[config.mk]
export PLATFORM = sky130hd
export DESIGN_NAME = uart_tx
export DESIGN_NICKNAME = d
export VERILOG_FILES = /design/src/rtl/uart_tx.sv
export SDC_FILE = /design/constraint.sdc
export NUM_CORES = 1
export LEC_CHECK = 0
export BUFFER_PORTS_ARGS = -buffer_cell sky130_fd_sc_hd__buf_4
export CAP_MARGIN = 20
export CORE_UTILIZATION = 60
export DETAILED_ROUTE_END_ITERATION = 7
export GPL_TIMING_DRIVEN = 0
export MAX_ROUTING_LAYER = met4
export PLACE_DENSITY = 0.8
export SLEW_MARGIN = 5
export SYNTH_ARGS = -nofsm -noshare
export SYNTH_HDL_FRONTEND = slang
export SYNTH_SLANG_ARGS = --single-unit
[constraint.sdc]
create_clock -name sysclk -period 4.3 [get_ports sysclk]
set_clock_uncertainty 0.05 [all_clocks]
set_input_delay 0 -clock sysclk [delete_from_list [all_inputs] [get_ports sysclk]]
set_output_delay 0 -clock sysclk [all_outputs]
set_load 0.05 [all_outputs]
[src/rtl/uart_tx.sv]
// 8N1/8E1 UART transmitter with PSCALER x DIV bit timing.
// Accepts one byte per valid/ready handshake and shifts it out LSB first.
module uart_tx #(
    parameter int PSCALER = 625,
    parameter int DIV     = 10
) (
    input  logic       sysclk,
    input  logic       reset,
    input  logic       parity_i,
    input  logic [7:0] data_i,
    input  logic       valid_i,
    output logic       ready_o,
    output logic       busy_o,
    output logic       tx_o
);

    localparam int PW = (PSCALER > 1) ? $clog2(PSCALER) : 1;
    localparam int TW = (DIV > 1) ? $clog2(DIV) : 1;
    localparam logic [PW-1:0] PMAX = PW'(PSCALER - 1);
    localparam logic [TW-1:0] TMAX = TW'(DIV - 1);

    typedef enum logic [2:0] {
        IDLE   = 3'd0,
        START  = 3'd1,
        DATA   = 3'd2,
        PARITY = 3'd3,
        STOP   = 3'd4
    } state_t;

    state_t          state_q, state_d;
    logic [PW-1:0]   presc_q, presc_d;
    logic [TW-1:0]   tick_q, tick_d;
    logic [2:0]      bit_q, bit_d;
    logic [7:0]      shift_q, shift_d;
    logic            par_en_q, par_en_d;
    logic            par_bit_q, par_bit_d;
    logic            tx_q, tx_d;
    logic            ready_q, ready_d;
    logic            busy_q, busy_d;
    logic            presc_wrap;
    logic            bit_end;

    always_comb begin
        state_d    = state_q;
        presc_d    = presc_q;
        tick_d     = tick_q;
        bit_d      = bit_q;
        shift_d    = shift_q;
        par_en_d   = par_en_q;
        par_bit_d  = par_bit_q;
        tx_d       = tx_q;
        ready_d    = ready_q;
        busy_d     = busy_q;
        presc_wrap = (presc_q == PMAX);
        bit_end    = presc_wrap && (tick_q == TMAX);

        // Counters only run inside a frame; IDLE and recovery force them to 0.
        presc_d = presc_wrap ? '0 : presc_q + PW'(1);
        if (bit_end) begin
            tick_d = '0;
        end else if (presc_wrap) begin
            tick_d = tick_q + TW'(1);
        end

        case (state_q)
            IDLE: begin
                presc_d = '0;
                tick_d  = '0;
                bit_d   = '0;
                tx_d    = 1'b1;
                ready_d = 1'b1;
                busy_d  = 1'b0;
                if (valid_i && ready_q) begin
                    state_d   = START;
                    shift_d   = data_i;
                    par_en_d  = parity_i;
                    par_bit_d = ^data_i;
                    tx_d      = 1'b0;
                    ready_d   = 1'b0;
                    busy_d    = 1'b1;
                end
            end
            START: begin
                if (bit_end) begin
                    state_d = DATA;
                    tx_d    = shift_q[0];
                end
            end
            DATA: begin
                if (bit_end) begin
                    shift_d = shift_q >> 1;
                    if (bit_q == 3'd7) begin
                        bit_d = '0;
                        if (par_en_q) begin
                            state_d = PARITY;
                            tx_d    = par_bit_q;
                        end else begin
                            state_d = STOP;
                            tx_d    = 1'b1;
                        end
                    end else begin
                        bit_d = bit_q + 3'd1;
                        tx_d  = shift_q[1];
                    end
                end
            end
            PARITY: begin
                if (bit_end) begin
                    state_d = STOP;
                    tx_d    = 1'b1;
                end
            end
            STOP: begin
                if (bit_end) begin
                    state_d = IDLE;
                    tx_d    = 1'b1;
                    ready_d = 1'b1;
                    busy_d  = 1'b0;
                end
            end
            default: begin
                state_d = IDLE;
                presc_d = '0;
                tick_d  = '0;
                bit_d   = '0;
                tx_d    = 1'b1;
                ready_d = 1'b1;
                busy_d  = 1'b0;
            end
        endcase
    end

    always_ff @(posedge sysclk) begin
        if (reset) begin
            state_q   <= IDLE;
            presc_q   <= '0;
            tick_q    <= '0;
            bit_q     <= '0;
            shift_q   <= '0;
            par_en_q  <= 1'b0;
            par_bit_q <= 1'b0;
            tx_q      <= 1'b1;
            ready_q   <= 1'b1;
            busy_q    <= 1'b0;
        end else begin
            state_q   <= state_d;
            presc_q   <= presc_d;
            tick_q    <= tick_d;
            bit_q     <= bit_d;
            shift_q   <= shift_d;
            par_en_q  <= par_en_d;
            par_bit_q <= par_bit_d;
            tx_q      <= tx_d;
            ready_q   <= ready_d;
            busy_q    <= busy_d;
        end
    end

    assign ready_o = ready_q;
    assign busy_o  = busy_q;
    assign tx_o    = tx_q;

endmodule
==> metrics.txt, run 1 <==
count of antenna-violating nets left after detailed routing 0; net count of the mapped netlist 209; async set or reset register ratio after synthesis 0%; Post-synth EDFFs 0; Power Density 304 nW/um^2; clock buffers created by TritonCTS 5; achievable frequency 551 MHz; minimum period implied by the final worst setup slack 1.81 ns; CTS Sinks 33; fraction of final layout cells with drive strength greater than 1 15.8%; Die Span Y 55.8 um; post-detailed-route via-to-cell ratio 5.99; outcome finished clean; sum of buffers and inverters on the critical path 2; unrepaired setup endpoints after global routing false; max-cap violations 0; buffer levels on the longest clock path 2; Crit path arrival time 2.01 ns; post-DR wirelength/cell 14.6 um; count of input and output buffers 14; Critical Path Start Type register; largest fanout of any net on the critical path 7; DRC 0; clock latency at the later pin of the worst-skew pair 0.35 ns; violation count after the first detailed-routing iteration 60; synth warn 0; delay contributed by the slowest stage of the critical path 0.36 ns; first-pass GRT wire length 6.27 mm; type of element capturing the critical path register; TritonCTS clock tree built; final hold slack 0.0484 ns; final slew viol count 0; final routed wirelength across all metal layers 3.69 mm; antenna violations before repair 0; synthesized instance count 191; Yosys reg bits 33; number of distinct standard cells referenced by the synthesized netlist 47; transition time at the pin with the least slew margin 0.482 ns; vias in the first global route 1475; Setup TNS Final 0 ns; total of endpoints with negative setup slack in the final report 0; max-slew headroom at the worst pin 67.9%; sequential cell area in the final layout 661 sq um; Design Power 0.621 mW; detailed-router iteration count before antenna repair 4; pin count of the biggest net entering global routing 11; Antenna Diode Count 0; starting density of the core 63.1%; clock transition at the register clock pins on the worst setup and hold paths after CTS 0.10 ns; # fillers 211; topmost layer with routed signal wires met4; dominant register cell in the synthesized netlist sky130_fd_sc_hd__dfxtp_1; static leakage power 0.785 nW; clock root buffer sky130_fd_sc_hd__clkbuf_4; number of core rows 19; full die area 3120 sq um; syn avg cell area 9.11 sq um; CP Class register to register; Placeable Area 2760 sq um; cells traversed along the worst timing path inv_1, ha_1, and4bb_1, and4_1, buf_4, nand2_2, o221a_1; routability congestion estimate from global placement 0.840; Area Growth Syn to Fin 17.5%; synthesized area 1740 sq um; required arrival time at the worst endpoint 4.50 ns; number of I/O pins 15; area taken by multi-input logic gates 1010 sq um; detailed route wirelength on metal2 1.88 mm; final period utilization 42.2%; overall global routing resource usage 26.9%; Seq/Total Area, Yosys 38.0%; count of vias placed by the detailed router 1516; count of cells resized by post-cts repair 0; total congestion overflow after global routing 0; met3 routed wirelength 167 um; final hold viol count 0; slowest cell on the critical path sky130_fd_sc_hd__dfxtp_1; HPWL after detailed placement 2.69 mm; detailed-route wire length on metal 1 1.51 mm; worst IR drop on VDD 0.301 mV; CP top delay family simple AND/OR/NAND/NOR gates; final-stage net count 239; number of levels the H-tree was split into 2; chip width 55.8 um; type of the tightest min-delay check input port to register
[cell usage after synthesis, types with 4 or more instances]
cell type,n,area share (%)
sky130_fd_sc_hd__ha_1,6,4.3
sky130_fd_sc_hd__o21a_1,8,3.5
sky130_fd_sc_hd__buf_2,5,1.4
sky130_fd_sc_hd__xor2_1,7,3.5
sky130_fd_sc_hd__nor2_1,20,4.3
sky130_fd_sc_hd__o221a_1,7,4.5
sky130_fd_sc_hd__nor3_1,4,1.2
sky130_fd_sc_hd__nand3_1,9,2.6
sky130_fd_sc_hd__and3_1,7,2.5
sky130_fd_sc_hd__dfxtp_1,33,38
sky130_fd_sc_hd__nand2_1,11,2.4
sky130_fd_sc_hd__inv_1,5,1.1
sky130_fd_sc_hd__xnor2_1,11,5.5
[timing repair]
item | CTS | global route
hold buffers | 9 | 0
buffers inserted | 0 | 0
endpoints found under the hold margin | 9 | 0
[power breakdown]
part           total [mW]  internal, mW  switching (mW)  leakage, nW
Clock               0.200        0.0946           0.106       0.0413
Sequential          0.328         0.319         0.00915        0.269
Combinational      0.0933        0.0448          0.0485        0.475
[placed cells by master, fill, tap and decap left out, drive strengths merged, types with 4 or more instances in the layout]
cell	n
and3	7
buf	21
clkbuf	10
dfxtp	33
dlygate4sd3	9
ha	6
inv	5
nand2	12
nand3	9
nand4	4
nor2	20
nor3	5
o21a	8
o21ai	7
o221a	7
xnor2	11
xor2	7
[cell type report]
cell class / count / area share, %
repair buffers: 23 / 9.55
clock inverters: 1 / 0.245
clock buffers: 7 / 3.18
plain buffers: 10 / 2.51
multi-input cells: 143 / 49.4
flip-flops and latches: 33 / 32.3
well taps: 31 / 1.90
inverters: 5 / 0.919
[worst reg2reg max path, cell delays in order (launching register included)]
cell and delay (ns):
sky130_fd_sc_hd__dfxtp_1 0.36, sky130_fd_sc_hd__inv_1 0.07, sky130_fd_sc_hd__ha_1 0.16, sky130_fd_sc_hd__and4bb_1 0.31
sky130_fd_sc_hd__and4_1 0.21, sky130_fd_sc_hd__buf_4 0.15, sky130_fd_sc_hd__nand2_2 0.12, sky130_fd_sc_hd__o221a_1 0.28
[sequential cells by signal, summed over array words and instances, names as in the netlist, 3 cells and up]
register / flops
bit_q: 3
state_q: 3
shift_q: 8
tick_q: 4
presc_q: 10
[worst paths after layout]
check	cells after the start	to	from	slack, ns
worst max-delay path	7	shift_q[3]	presc_q[0]	2.49
worst min-delay path	4	shift_q[4]	reset	0.05
worst max register to register	7	shift_q[3]	presc_q[0]	2.49
worst min register to register	1	presc_q[0]	presc_q[0]	0.44
[routing by layer]
| layer | GRT usage (%) | vias up |
|---|---|---|
| met5 | - | - |
| met4 | 17.1 | 0 |
| met3 | 6.51 | 12 |
| met2 | 44.6 | 36 |
| met1 | 28.7 | 716 |
| li1 | - | 752 |
[metrics by stage]
step / setup WS, ns / cell area, sq um / util (%) / cells
after global placement: 2.54 / 1880 / 68.3 / 236
after detailed placement: 2.49 / 1880 / 68.3 / 236
final: 2.49 / 2040 / 74.1 / 253
after floorplan: 2.55 / 1740 / - / 191
after CTS: 2.48 / 2040 / 74.1 / 253
after global routing: 2.34 / 2040 / 74.1 / 253
[cell families after synthesis]
kind of cell / count (synthesis) / share of synthesized area (%)
simple gates: 77 / 25.6
flops: 33 / 38.0
compound gates: 40 / 17.8
mux: 2 / 1.22
fa+ha+maj: 6 / 4.32
buf+inv: 15 / 4.03
xor+xnor: 18 / 9.06
Power figures use the tool's default switching activity.
==> inputs of run 2 (changes only) <==
- CORE_UTILIZATION: 60 -> 58
- PLACE_DENSITY: 0.8 -> 0.78
- clock period: 4.3 -> 1.7 ns (I/O delays scaled with it)
==> metrics.txt, run 2 (synthesis results as in run 1) <==
outcome finished with violations; violated checks negative setup slack; post-DR wirelength/cell 15.2 um (+4.3%); final slew viol count 0 (unchanged); buffer levels on the longest clock path 2 (unchanged); final hold slack 0.00879 ns (-0.0396 ns); # fillers 220 (+4.3%); number of I/O pins 15 (unchanged); total placed cells including tap cells 236 (unchanged); violation count after the first detailed-routing iteration 57 (-5.0%); worst IR drop on VDD 0.549 mV (+82%); clock transition at the register clock pins on the worst setup and hold paths after CTS 0.09 ns (about the same); final-stage net count 240 (+0.42%); transition time at the pin with the least slew margin 0.500 ns (+0.0179 ns); required arrival time at the worst endpoint 1.90 ns (-2.60 ns); count of antenna-violating nets left after detailed routing 0 (unchanged); CP top delay family simple AND/OR/NAND/NOR gates; antenna violations before repair 0 (unchanged); final hold viol count 0 (unchanged); Critical Path Start Type register; fraction of final layout cells with drive strength greater than 1 24.0% (+8.2 points); unrepaired setup endpoints after global routing true; count of input and output buffers 14 (unchanged); chip width 56.8 um (+1.6%); number of core rows 19 (unchanged); slowest cell on the critical path sky130_fd_sc_hd__or3_1; final routed wirelength across all metal layers 3.83 mm (+3.9%); cells on worst reg2reg path 7 (unchanged); total congestion overflow after global routing 0 (unchanged); post-layout instance count excluding filler cells 252 (-0.40%); Crit path depth 7 (unchanged); max-slew headroom at the worst pin 66.7% (-1.2 points); delay contributed by the slowest stage of the critical path 0.39 ns (+0.03 ns); top library cells by usage in the layout, fill and taps aside 28 x sky130_fd_sc_hd__dfxtp_1, 21 x sky130_fd_sc_hd__buf_4, 20 x sky130_fd_sc_hd__nor2_1; CP Class register to register; pin count of the biggest net entering global routing 11 (unchanged); max-cap violations 0 (unchanged); largest registers presc_q: 10 flops, shift_q: 8 flops, tick_q: 4 flops; CTS Sinks 33 (unchanged); r2r setup slk -0.08 ns (-2.57 ns); Placeable Area 2810 sq um (+1.7%); HPWL after detailed placement 2.69 mm (-0.19%); endpoint of the worst-slack reg-to-reg timing path bit_q[0]; Area Growth Syn to Fin 20.0%; Top reg by flops presc_q; starting density of the core 62.0% (-1.1 points); cell area after placement 1880 sq um (about the same); most frequent standard cell in the layout excluding fill and tap cells sky130_fd_sc_hd__dfxtp_1; count of vias placed by the detailed router 1517 (+0.066%); routability congestion estimate from global placement 0.835 (-0.57%); number of levels the H-tree was split into 2 (unchanged); overall global routing resource usage 27.0% (+0.16 points); Antenna Diode Count 0 (unchanged); type of element capturing the critical path register; achievable frequency 561 MHz (+1.8%); clock latency at the later pin of the worst-skew pair 0.33 ns (-0.02 ns); smallest setup slack after layout -0.0811 ns (-2.57 ns); launch instance of the worst register-to-register path presc_q[0]; static leakage power 0.793 nW (+0.98%); post-route standard cell area excluding fillers 2090 sq um (+2.1%); Hold Startpoint data_i[1]; sum of buffers and inverters on the critical path 2 (unchanged); Setup TNS Final -0.241 ns (-0.241 ns); vias in the first global route 1452 (-1.6%); number of flip-flops in the largest register 10 (unchanged); final period utilization 105% (+63 points); post-detailed-route via-to-cell ratio 6.02 (+0.46%); clock root buffer sky130_fd_sc_hd__clkbuf_4; TritonCTS clock tree built; DRC 0 (unchanged); first-pass GRT wire length 6.47 mm (+3.3%); largest fanout of any net on the critical path 4 (-3); cells traversed along the worst timing path inv_2, ha_4, and4bb_2, buf_6, nand4_4, or3_1, o31ai_1; type of the tightest min-delay check input port to register; last element of the critical path bit_q[0]; full die area 3220 sq um (+3.3%); Crit path arrival time 1.98 ns (-0.03 ns); clock buffers created by TritonCTS 5 (unchanged); total of endpoints with negative setup slack in the final report 9 (+9); Power Density 699 nW/um^2 (+130%); minimum period implied by the final worst setup slack 1.78 ns (-0.0326 ns); detailed-router iteration count before antenna repair 4 (unchanged); Die Span Y 56.8 um (+1.6%); worst-case setup slack after placement -0.146 ns (-2.64 ns); crit path launch presc_q[0]
-- run 2: worst min-delay path: cells and delay by family --
family,cells,cell delay (ns)
AOI/OAI and AO/OA,2,0.28
buffers and inverters,1,0.09
-- run 2: per-stage QoR --
| stage | util (%) | power, mW |
|---|---|---|
| floorplan | - | 0.996 |
| global placement | 67.2 | 1.06 |
| detailed placement | 67.2 | 1.07 |
| CTS | 72.8 | 1.46 |
| global route | 74.4 | 1.53 |
| finish | 74.4 | 1.46 |
-- run 2: metal layers --
| layer | share of wire, % | track usage (%) | wire [um] | vias up |
|---|---|---|---|---|
| met5 | 0 | - | 0 | - |
| met4 | 3.2 | 13.6 | 122 | 0 |
| met3 | 4.7 | 5.30 | 180 | 13 |
| met2 | 52 | 46.4 | 1990 | 46 |
| met1 | 40 | 29.7 | 1540 | 712 |
| li1 | - | - | - | 746 |
-- run 2: cell type report --
class                      instances  area, sq um  share of cell area [%]
multi-input combinational        143         1060                    50.9
buffer                             8         42.5                    2.04
tap                               31         38.8                    1.86
clock inverter                     1         5.00                   0.240
clock buffer                       5         37.5                    1.80
timing repair buffer              26          215                    10.3
sequential                        33          667                    32.0
inverter                           5         18.8                   0.899
-- run 2: worst min path at each step --
| stage | to | cells past startpoint |
|---|---|---|
| 2_1_floorplan | par_en_q | 2 |
| 3_3_place_gp | par_en_q | 3 |
| 3_5_place_dp | par_en_q | 3 |
| 4_1_cts | shift_q[1] | 3 |
| 5_1_grt | shift_q[0] | 3 |
| 6_report | shift_q[1] | 3 |
-- run 2: what timing repair did --
action	CTS	global route
gates resized for setup	11	10
pin swaps	3	12
endpoints found under the setup margin	13	29
buffers inserted	4	3
hold buffers	5	0
endpoints found under the hold margin	5	0
-- run 2: report_power, final --
group	leakage, nW	total, mW	switching, mW	internal, mW
Clock	0.0269	0.387	0.244	0.143
Sequential	0.271	0.833	0.0267	0.807
Combinational	0.495	0.238	0.124	0.114
